$ cat src/rtl/scroll_sequencer_pkg.sv
// Shared definitions for the scroll sequencer: FSM state encoding,
// prescaler width and the offset rotation helper.
package scroll_sequencer_pkg;

    typedef enum logic [1:0] {
        ST_IDLE  = 2'd0,
        ST_RUN   = 2'd1,
        ST_PAUSE = 2'd2
    } state_e;

    // Wide enough for TICK_DIV up to 2^26 (max count 2^26-1).
    localparam int unsigned PRESC_W = 26;
    localparam int unsigned CNT_W   = 8;

    // dir=1 rotates up (3->0), dir=0 rotates down (0->3).
    function automatic logic [1:0] rot_next(input logic [1:0] off,
                                            input logic       dir);
        return dir ? off + 2'd1 : off - 2'd1;
    endfunction

endpackage

$ cat src/rtl/scroll_sequencer_key_edge_sync.sv
// key_edge_sync: 2-flop synchronizer plus rising-edge detector for a button.
// Ports: clk, rst (async, active-high), din (raw level), rise (1-cycle event).
module key_edge_sync (
    input  logic clk,
    input  logic rst,
    input  logic din,
    output logic rise
);

    logic       s1_q, s1_d;
    logic       s2_q, s2_d;
    logic       prev_q, prev_d;
    logic [2:0] fill_q, fill_d;

    // fill_q[2] marks that prev_q holds a genuine post-reset sample, so a
    // button held through reset release never looks like a 0->1 edge.
    always_comb begin
        s1_d   = din;
        s2_d   = s1_q;
        prev_d = s2_q;
        fill_d = {fill_q[1:0], 1'b1};
    end

    always_ff @(posedge clk or posedge rst) begin
        if (rst) begin
            s1_q   <= 1'b0;
            s2_q   <= 1'b0;
            prev_q <= 1'b0;
            fill_q <= 3'b000;
        end else begin
            s1_q   <= s1_d;
            s2_q   <= s2_d;
            prev_q <= prev_d;
            fill_q <= fill_d;
        end
    end

    // Combinational from flops so the FSM acts at edge N+2.
    assign rise = fill_q[2] & s2_q & ~prev_q;

endmodule

$ cat src/rtl/scroll_sequencer.sv
// scroll_sequencer: start/pause/stop FSM stepping a 2-bit display rotation
// index once per prescaler tick, with blinking blank while paused.
// Ports: CLOCK_50, aclr (async, active-high), btn_start, btn_pause, sw_dir
// (async levels); offset[1:0], blank, running, paused, step (all registered).
module scroll_sequencer
    import scroll_sequencer_pkg::*;
#(
    parameter int unsigned TICK_DIV  = 50000000,
    parameter int unsigned RUN_STEPS = 0
) (
    input  logic       CLOCK_50,
    input  logic       aclr,
    input  logic       btn_start,
    input  logic       btn_pause,
    input  logic       sw_dir,
    output logic [1:0] offset,
    output logic       blank,
    output logic       running,
    output logic       paused,
    output logic       step
);

    localparam logic [PRESC_W-1:0] TICK_LAST = PRESC_W'(TICK_DIV - 1);
    localparam logic [CNT_W-1:0]   RUN_LAST  = CNT_W'(RUN_STEPS);
    localparam logic               AUTO_STOP = (RUN_STEPS != 0);

    logic start_rise;
    logic pause_rise;
    logic dir_s1_q, dir_s1_d;
    logic dir_s2_q, dir_s2_d;

    key_edge_sync u_start (
        .clk  (CLOCK_50),
        .rst  (aclr),
        .din  (btn_start),
        .rise (start_rise)
    );

    key_edge_sync u_pause (
        .clk  (CLOCK_50),
        .rst  (aclr),
        .din  (btn_pause),
        .rise (pause_rise)
    );

    state_e             state_q, state_d;
    logic [PRESC_W-1:0] presc_q, presc_d;
    logic [CNT_W-1:0]   cnt_q, cnt_d;
    logic [1:0]         offset_q, offset_d;
    logic               blank_q, blank_d;
    logic               step_q, step_d;
    logic               running_q, running_d;
    logic               paused_q, paused_d;
    logic               tick;

    assign tick = (presc_q == TICK_LAST);

    always_comb begin
        dir_s1_d = sw_dir;
        dir_s2_d = dir_s1_q;

        state_d  = state_q;
        presc_d  = tick ? '0 : presc_q + 1'b1;
        cnt_d    = cnt_q;
        offset_d = offset_q;
        blank_d  = 1'b0;
        step_d   = 1'b0;

        unique case (state_q)
            ST_IDLE: begin
                if (start_rise) begin
                    state_d = ST_RUN;
                    presc_d = '0;
                    cnt_d   = '0;
                end
            end
            ST_RUN: begin
                // Auto-stop fires the cycle after the last step lands,
                // so the final step is still seen on offset.
                if (start_rise || (AUTO_STOP && cnt_q == RUN_LAST)) begin
                    state_d  = ST_IDLE;
                    offset_d = 2'd0;
                    cnt_d    = '0;
                end else if (pause_rise) begin
                    state_d = ST_PAUSE;
                end else if (tick) begin
                    offset_d = rot_next(offset_q, dir_s2_q);
                    step_d   = 1'b1;
                    cnt_d    = cnt_q + 1'b1;
                end
            end
            ST_PAUSE: begin
                blank_d = blank_q;
                if (start_rise) begin
                    state_d  = ST_IDLE;
                    offset_d = 2'd0;
                    cnt_d    = '0;
                    blank_d  = 1'b0;
                end else if (pause_rise) begin
                    state_d = ST_RUN;
                    presc_d = '0;
                    blank_d = 1'b0;
                end else if (tick) begin
                    blank_d = ~blank_q;
                end
            end
            default: begin
                state_d  = ST_IDLE;
                offset_d = 2'd0;
                cnt_d    = '0;
            end
        endcase

        running_d = (state_d == ST_RUN);
        paused_d  = (state_d == ST_PAUSE);
    end

    always_ff @(posedge CLOCK_50 or posedge aclr) begin
        if (aclr) begin
            dir_s1_q  <= 1'b0;
            dir_s2_q  <= 1'b0;
            state_q   <= ST_IDLE;
            presc_q   <= '0;
            cnt_q     <= '0;
            offset_q  <= 2'd0;
            blank_q   <= 1'b0;
            step_q    <= 1'b0;
            running_q <= 1'b0;
            paused_q  <= 1'b0;
        end else begin
            dir_s1_q  <= dir_s1_d;
            dir_s2_q  <= dir_s2_d;
            state_q   <= state_d;
            presc_q   <= presc_d;
            cnt_q     <= cnt_d;
            offset_q  <= offset_d;
            blank_q   <= blank_d;
            step_q    <= step_d;
            running_q <= running_d;
            paused_q  <= paused_d;
        end
    end

    assign offset  = offset_q;
    assign blank   = blank_q;
    assign running = running_q;
    assign paused  = paused_q;
    assign step    = step_q;

endmodule

$ cat config.mk
export PLATFORM = sky130hd
export DESIGN_NAME = scroll_sequencer
export DESIGN_NICKNAME = d
export VERILOG_FILES = /design/src/rtl/scroll_sequencer_pkg.sv /design/src/rtl/scroll_sequencer_key_edge_sync.sv /design/src/rtl/scroll_sequencer.sv
export SDC_FILE = /design/constraint.sdc
export NUM_CORES = 1
export LEC_CHECK = 0
export ABC_AREA = 1
export CORE_AREA = 2 2 80 82
export DETAILED_ROUTE_END_ITERATION = 10
export DIE_AREA = 0 0 82 84
export GPL_TIMING_DRIVEN = 0
export MAX_ROUTING_LAYER = met4
export PLACE_DENSITY = 0.52
export SLEW_MARGIN = 0
export SYNTH_ARGS = -nofsm -noshare
export SYNTH_HDL_FRONTEND = slang
export SYNTH_SLANG_ARGS = --single-unit
export TNS_END_PERCENT = 20
$ cat constraint.sdc
create_clock -name CLOCK_50 -period 4 [get_ports CLOCK_50]
set_clock_uncertainty 0.1 [all_clocks]
set_input_delay 0.4 -clock CLOCK_50 [delete_from_list [all_inputs] [get_ports CLOCK_50]]
set_output_delay 0.4 -clock CLOCK_50 [all_outputs]
set_load 0.05 [all_outputs]
* Word level (Yosys, flattened, before mapping) *
Index checks and enable logic that the tools add are counted.

storage, ports and cells
  register bits = 48
  input bits = 5
  word-level logic and storage cells = 64
  output and inout bits = 6

cells by class
  reduce and logical (&&, ||, !) cells = 2
  bitwise gates (word level) = 8
  equal/unequal tests = 9
  mux-type cells = 25
  add/sub/neg operators = 3

operators by type and width
  kind                                               number
  2-to-1 mux 26 bit                                  4
  one-hot mux 26 bit (2 select lines)                1
  adder 26 x 1 -> 26 bit (second input constant)     1
  == test 26 bit (second input constant)             1
  2-to-1 mux 2 bit                                   10
  one-hot mux 2 bit (3 select lines)                 2
  2-to-1 mux 1 bit                                   8
  inequality test 3 bit (second input constant)      2
  bitwise AND 1 bit                                  4
  == test 2 x 1 -> 1 bit (second input constant)     2
  == test 2 bit (second input constant)              2
  inequality test 4 bit (second input constant)      1
  NOT 1 bit                                          4
  AND reduction 4 bit                                1
  adder 2 x 1 -> 2 bit (second input constant)       1
  zero test 2 bit                                    1
  inequality test 2 bit (second input constant)      1
  subtractor 2 x 1 -> 2 bit (second input constant)  1

* Longest topological paths before layout *
  word-level depth = 6
  depth in mapped cells = 10
  gate-level depth less buffers = 10

* Hierarchy *
A second synthesis with hierarchy kept.

second synthesis, totals
  cell total of the unflattened synthesis = 305
  area total of the unflattened synthesis = 2,393.5 µm²

modules (own cells, without submodules)
  module            area an instance (µm²)  cells an instance  instances  sequential area each (µm²)
  scroll_sequencer  2,058.2                 285                1          900.9
  key_edge_sync     167.7                   10                 2          150.1

* Worst setup path before layout *
OpenSTA, ideal clock, no wires.

  path kind = register to register
  start = reg presc_q[0]
  end = reg presc_q[0]
  stages on the path, launching flop included = 10
  data required time = 3.775 ns
  clock period less this slack = 1.658 ns
  arrival time = 1.434 ns
  slack = 2.342 ns
  cell sequence = dfrtp_1 -> ha_1 -> nand3_2 -> nor2_4 -> nand2_2 -> nor2_4 -> nand2_4 -> nand2_4 -> buf_8 -> nor2_1

between the ends
  longest elaborated chain between the ends = 5
  elaborated cells between the ends (all ways) = 7
  those cells by class = add/sub (1); eq/ne (1); mux (5)

ends and longest elaborated chain
  item                                                      RTL line                                        text
  start, declared                                           scroll_sequencer.sv:47                          logic [PRESC_W-1:0] presc_q, presc_d;
  start signal, assigned                                    scroll_sequencer.sv:134                         presc_q <= presc_d;
  adder 26 x 1 -> 26 bit or == test 26 bit (tied branches)  scroll_sequencer.sv:63, scroll_sequencer.sv:56
  2-to-1 mux 26 bit *                                       scroll_sequencer.sv:63                          presc_d = tick ? '0 : presc_q + 1'b1;
  2-to-1 mux 26 bit                                         scroll_sequencer.sv:99                          end else if (pause_rise) begin
  2-to-1 mux 26 bit                                         scroll_sequencer.sv:94                          if (start_rise) begin
  one-hot mux 26 bit (2 select lines) *                     scroll_sequencer.sv:69                          unique case (state_q)
  named net presc_d[0]                                      scroll_sequencer.sv:47

Mark *: on every way through the listed nets, which the timed path passes. The rest lies on a longest branch.
A chain may end at the register's enable or synchronous reset.

* Final worst setup path *
  start = reg offset_q[0] (netlist: offset[0])
  end = out offset[0]

RTL lines
  item                    RTL line                 text
  start, declared         scroll_sequencer.sv:49   logic [1:0] offset_q, offset_d;
  start signal, assigned  scroll_sequencer.sv:136  offset_q <= offset_d;
  end, declared           scroll_sequencer.sv:16   output logic [1:0] offset,

No word-level cell between the ends.

==> metrics.txt <==
Worst R2R Start presc_q[0]; Top Family by Delay on Critical Path buffers and inverters; Max Root-Sink Buffers 2; synthesized area 0.00226 mm^2; Hold Path Class input pin to async pin; Worst R2R Setup Slack 2.14 ns; site row count 29; Syn-to-layout area delta 14.7%; ratio of cells with drive above 1 in the final layout 15.2%; Worst Path Max Fanout 4; synth cell count leaders nand2_1 (53), dfrtp_1 (45), nor2_1 (44); Fill cells 608; Finished Layout Cells 360; asr flop ratio synth 100%; Die X 82 um; f_max 495 MHz; DRC violations left 0; Vias 1,643; Synth cell types 29; DR pass1 iterations 4; Post-DRT Antenna Nets 0; critical path startpoint category register; Final min period 2.02 ns; Clock Latency Late Sink 0.30 ns; DP HPWL 3.05 mm; final slew viol count 0; register area share after synthesis 49.9%; Via-to-Cell Ratio 4.56; Setup Fix Bufs, Post-CTS 0; CP max-delay cell clkdlybuf4s50_1; # resized after CTS 0; most common cell in the netlist nand2_1; Avg Cell Area, Syn 8.55 um^2; antenna violations before repair 0; antenna cells 0; hold-fix buffers at CTS 0; final worst path period share 50.5%; Worst R2R End presc_q[0]; first-pass GRT wire length 7.71 mm; #FFs+latches synth 45; vias in the first global route 1,700; critical path arrival 1.52 ns; status finished clean; number of max-cap violations 0; main flop type after synthesis dfrtp_1; FF-to-FF path depth 9; all-layer global routing usage 14.9%; clock root buffer clkbuf_8; final setup TNS 0 ns; Hold Vio Cnt, Final 0; DIE AREA 0.00689 mm^2; crit-path cells clkdlybuf4s50_1; sequential cell area 0.00113 mm^2; largest net degree at the start of global routing 38; CTS Buf Count 5; drt initial violations 68; CORE AREA 0.00610 mm^2; nets in the synthesized netlist 270; I/O Buffers 10; Starting Density 37.0%; Bufs and invs on worst path 1; hold_ws 0.207 ns; area leader, netlist dfrtp_1; Synth area leaders dfrtp_1 (50%), nand2_1 (8.8%), nor2_1 (7.3%); CTS tree done; Post-Place Cells 352; grt ovf 0; DRT Wirelength 4.22 mm; Ports 11; die height 84 um; H-Tree Depth 2; synthesis warning total 0; share of the synthesized area in the top cell type 49.9%; Mapped Cells 264; Pwr Density 449 mW/mm^2; leakage 1.22 nW; GPL Wtd Cong 0.817; RSZ-0062 raised after global routing false; worst vdd ir 0.000215 V; Post-synth EDFFs 0; crit end category output port; Worst-path clk slew 0.09 ns; slowest stage delay, CP 0.82 ns; Multi-input gate area 982 um^2; worst path required time 3.50 ns; CP Class register to output port; Setup Viol. Count Final 0; Sink Count 45; Final #Nets 288; Avg WL per Cell 11.7 um
[cells by family after synthesis]
group                      count (synthesis)  synth area share (%)
and+or+nand+nor                          152                  33.9
DFF                                       45                  49.9
buffers and inverters                     37                  6.65
AOI/OAI and AO/OA                         15                  3.82
xor gates and xnor gates                  13                  5.04
adders and majority gates                  1                 0.554
other                                      1                 0.166
[stage by stage]
stage	util (%)	total power, mW	instance area (um^2)	setup WS, ns
floorplan	-	0.754	2260	2.34
detailed placement	40.6	0.820	2470	2.13
global route	42.5	1.23	2590	1.92
finish	42.5	1.16	2590	1.98
CTS	42.5	1.18	2590	1.96
global placement	40.3	0.816	2450	1.44
[metal layers]
| metal | vias to the layer above | global-route usage [%] | share of wire, % |
|---|---|---|---|
| li1 | 856 | - | - |
| met1 | 757 | 19.3 | 49 |
| met2 | 24 | 22.9 | 47 |
| met3 | 6 | 3.57 | 2.9 |
| met4 | 0 | 4.55 | 1.7 |
| met5 | - | - | 0 |
[sequential cells by signal, summed over array words and instances (netlist names)]
signal / count
state_q: 2
paused: 1
blank: 1
presc_q: 26
u_start.s1_q: 1
u_pause.prev_q: 1
u_pause.fill_q: 3
step: 1
dir_s1_q: 1
offset: 2
u_start.prev_q: 1
running: 1
u_pause.s1_q: 1
dir_s2_q: 1
u_start.prev_d: 1
u_pause.prev_d: 1
[cells in the final DEF, fill, tap and decap left out]
cell	count
nand2_1	53
dfrtp_1	45
nor2_1	44
inv_1	35
nand3_1	11
nor2_2	11
clkdlybuf4s50_1	10
xor2_1	9
nor3_1	7
nor2_4	5
nand4_1	5
clkbuf_8	5
nand2_2	4
xnor2_1	4
o21ai_1	4
nand3_2	3
nand2_4	3
a31oi_1	3
a21oi_1	3
o21ai_0	3
o21ai_2	1
buf_8	1
a21oi_2	1
nand3_4	1
nor2_8	1
nor3_2	1
and2_1	1
nor4_1	1
inv_2	1
or2_2	1
ha_1	1
bufinv_16	1
clkinv_4	1
clkinvlp_4	1
buf_12	1
conb_1	1
[worst max-delay path by stage]
stage / startpoint / to / slack [ns] / depth (start not counted)
5_1_grt: offset[0] / offset[0] / 1.92 / 1
4_1_cts: offset[0] / offset[0] / 1.96 / 1
6_report: offset[0] / offset[0] / 1.98 / 1
3_5_place_dp: presc_q[0] / presc_q[0] / 2.13 / 9
2_1_floorplan: presc_q[0] / presc_q[0] / 2.34 / 9
3_3_place_gp: aclr / presc_q[17] / 1.44 / 2
[cell type report]
type	instances	area share (%)
flip-flops and latches	45	43.5
multi-input cells	182	37.9
inverters	36	5.22
repair buffers	11	4.64
well taps	77	3.72
clock buffers	5	2.66
clock inverters	3	1.79
plain buffers	1	0.580
[power by group]
group	switching (mW)	total, mW	internal, mW
clock	0.168	0.355	0.187
sequential	0.0470	0.554	0.507
combinational	0.155	0.254	0.0995
total	0.369	1.16	0.794
Power figures use the tool's default switching activity.
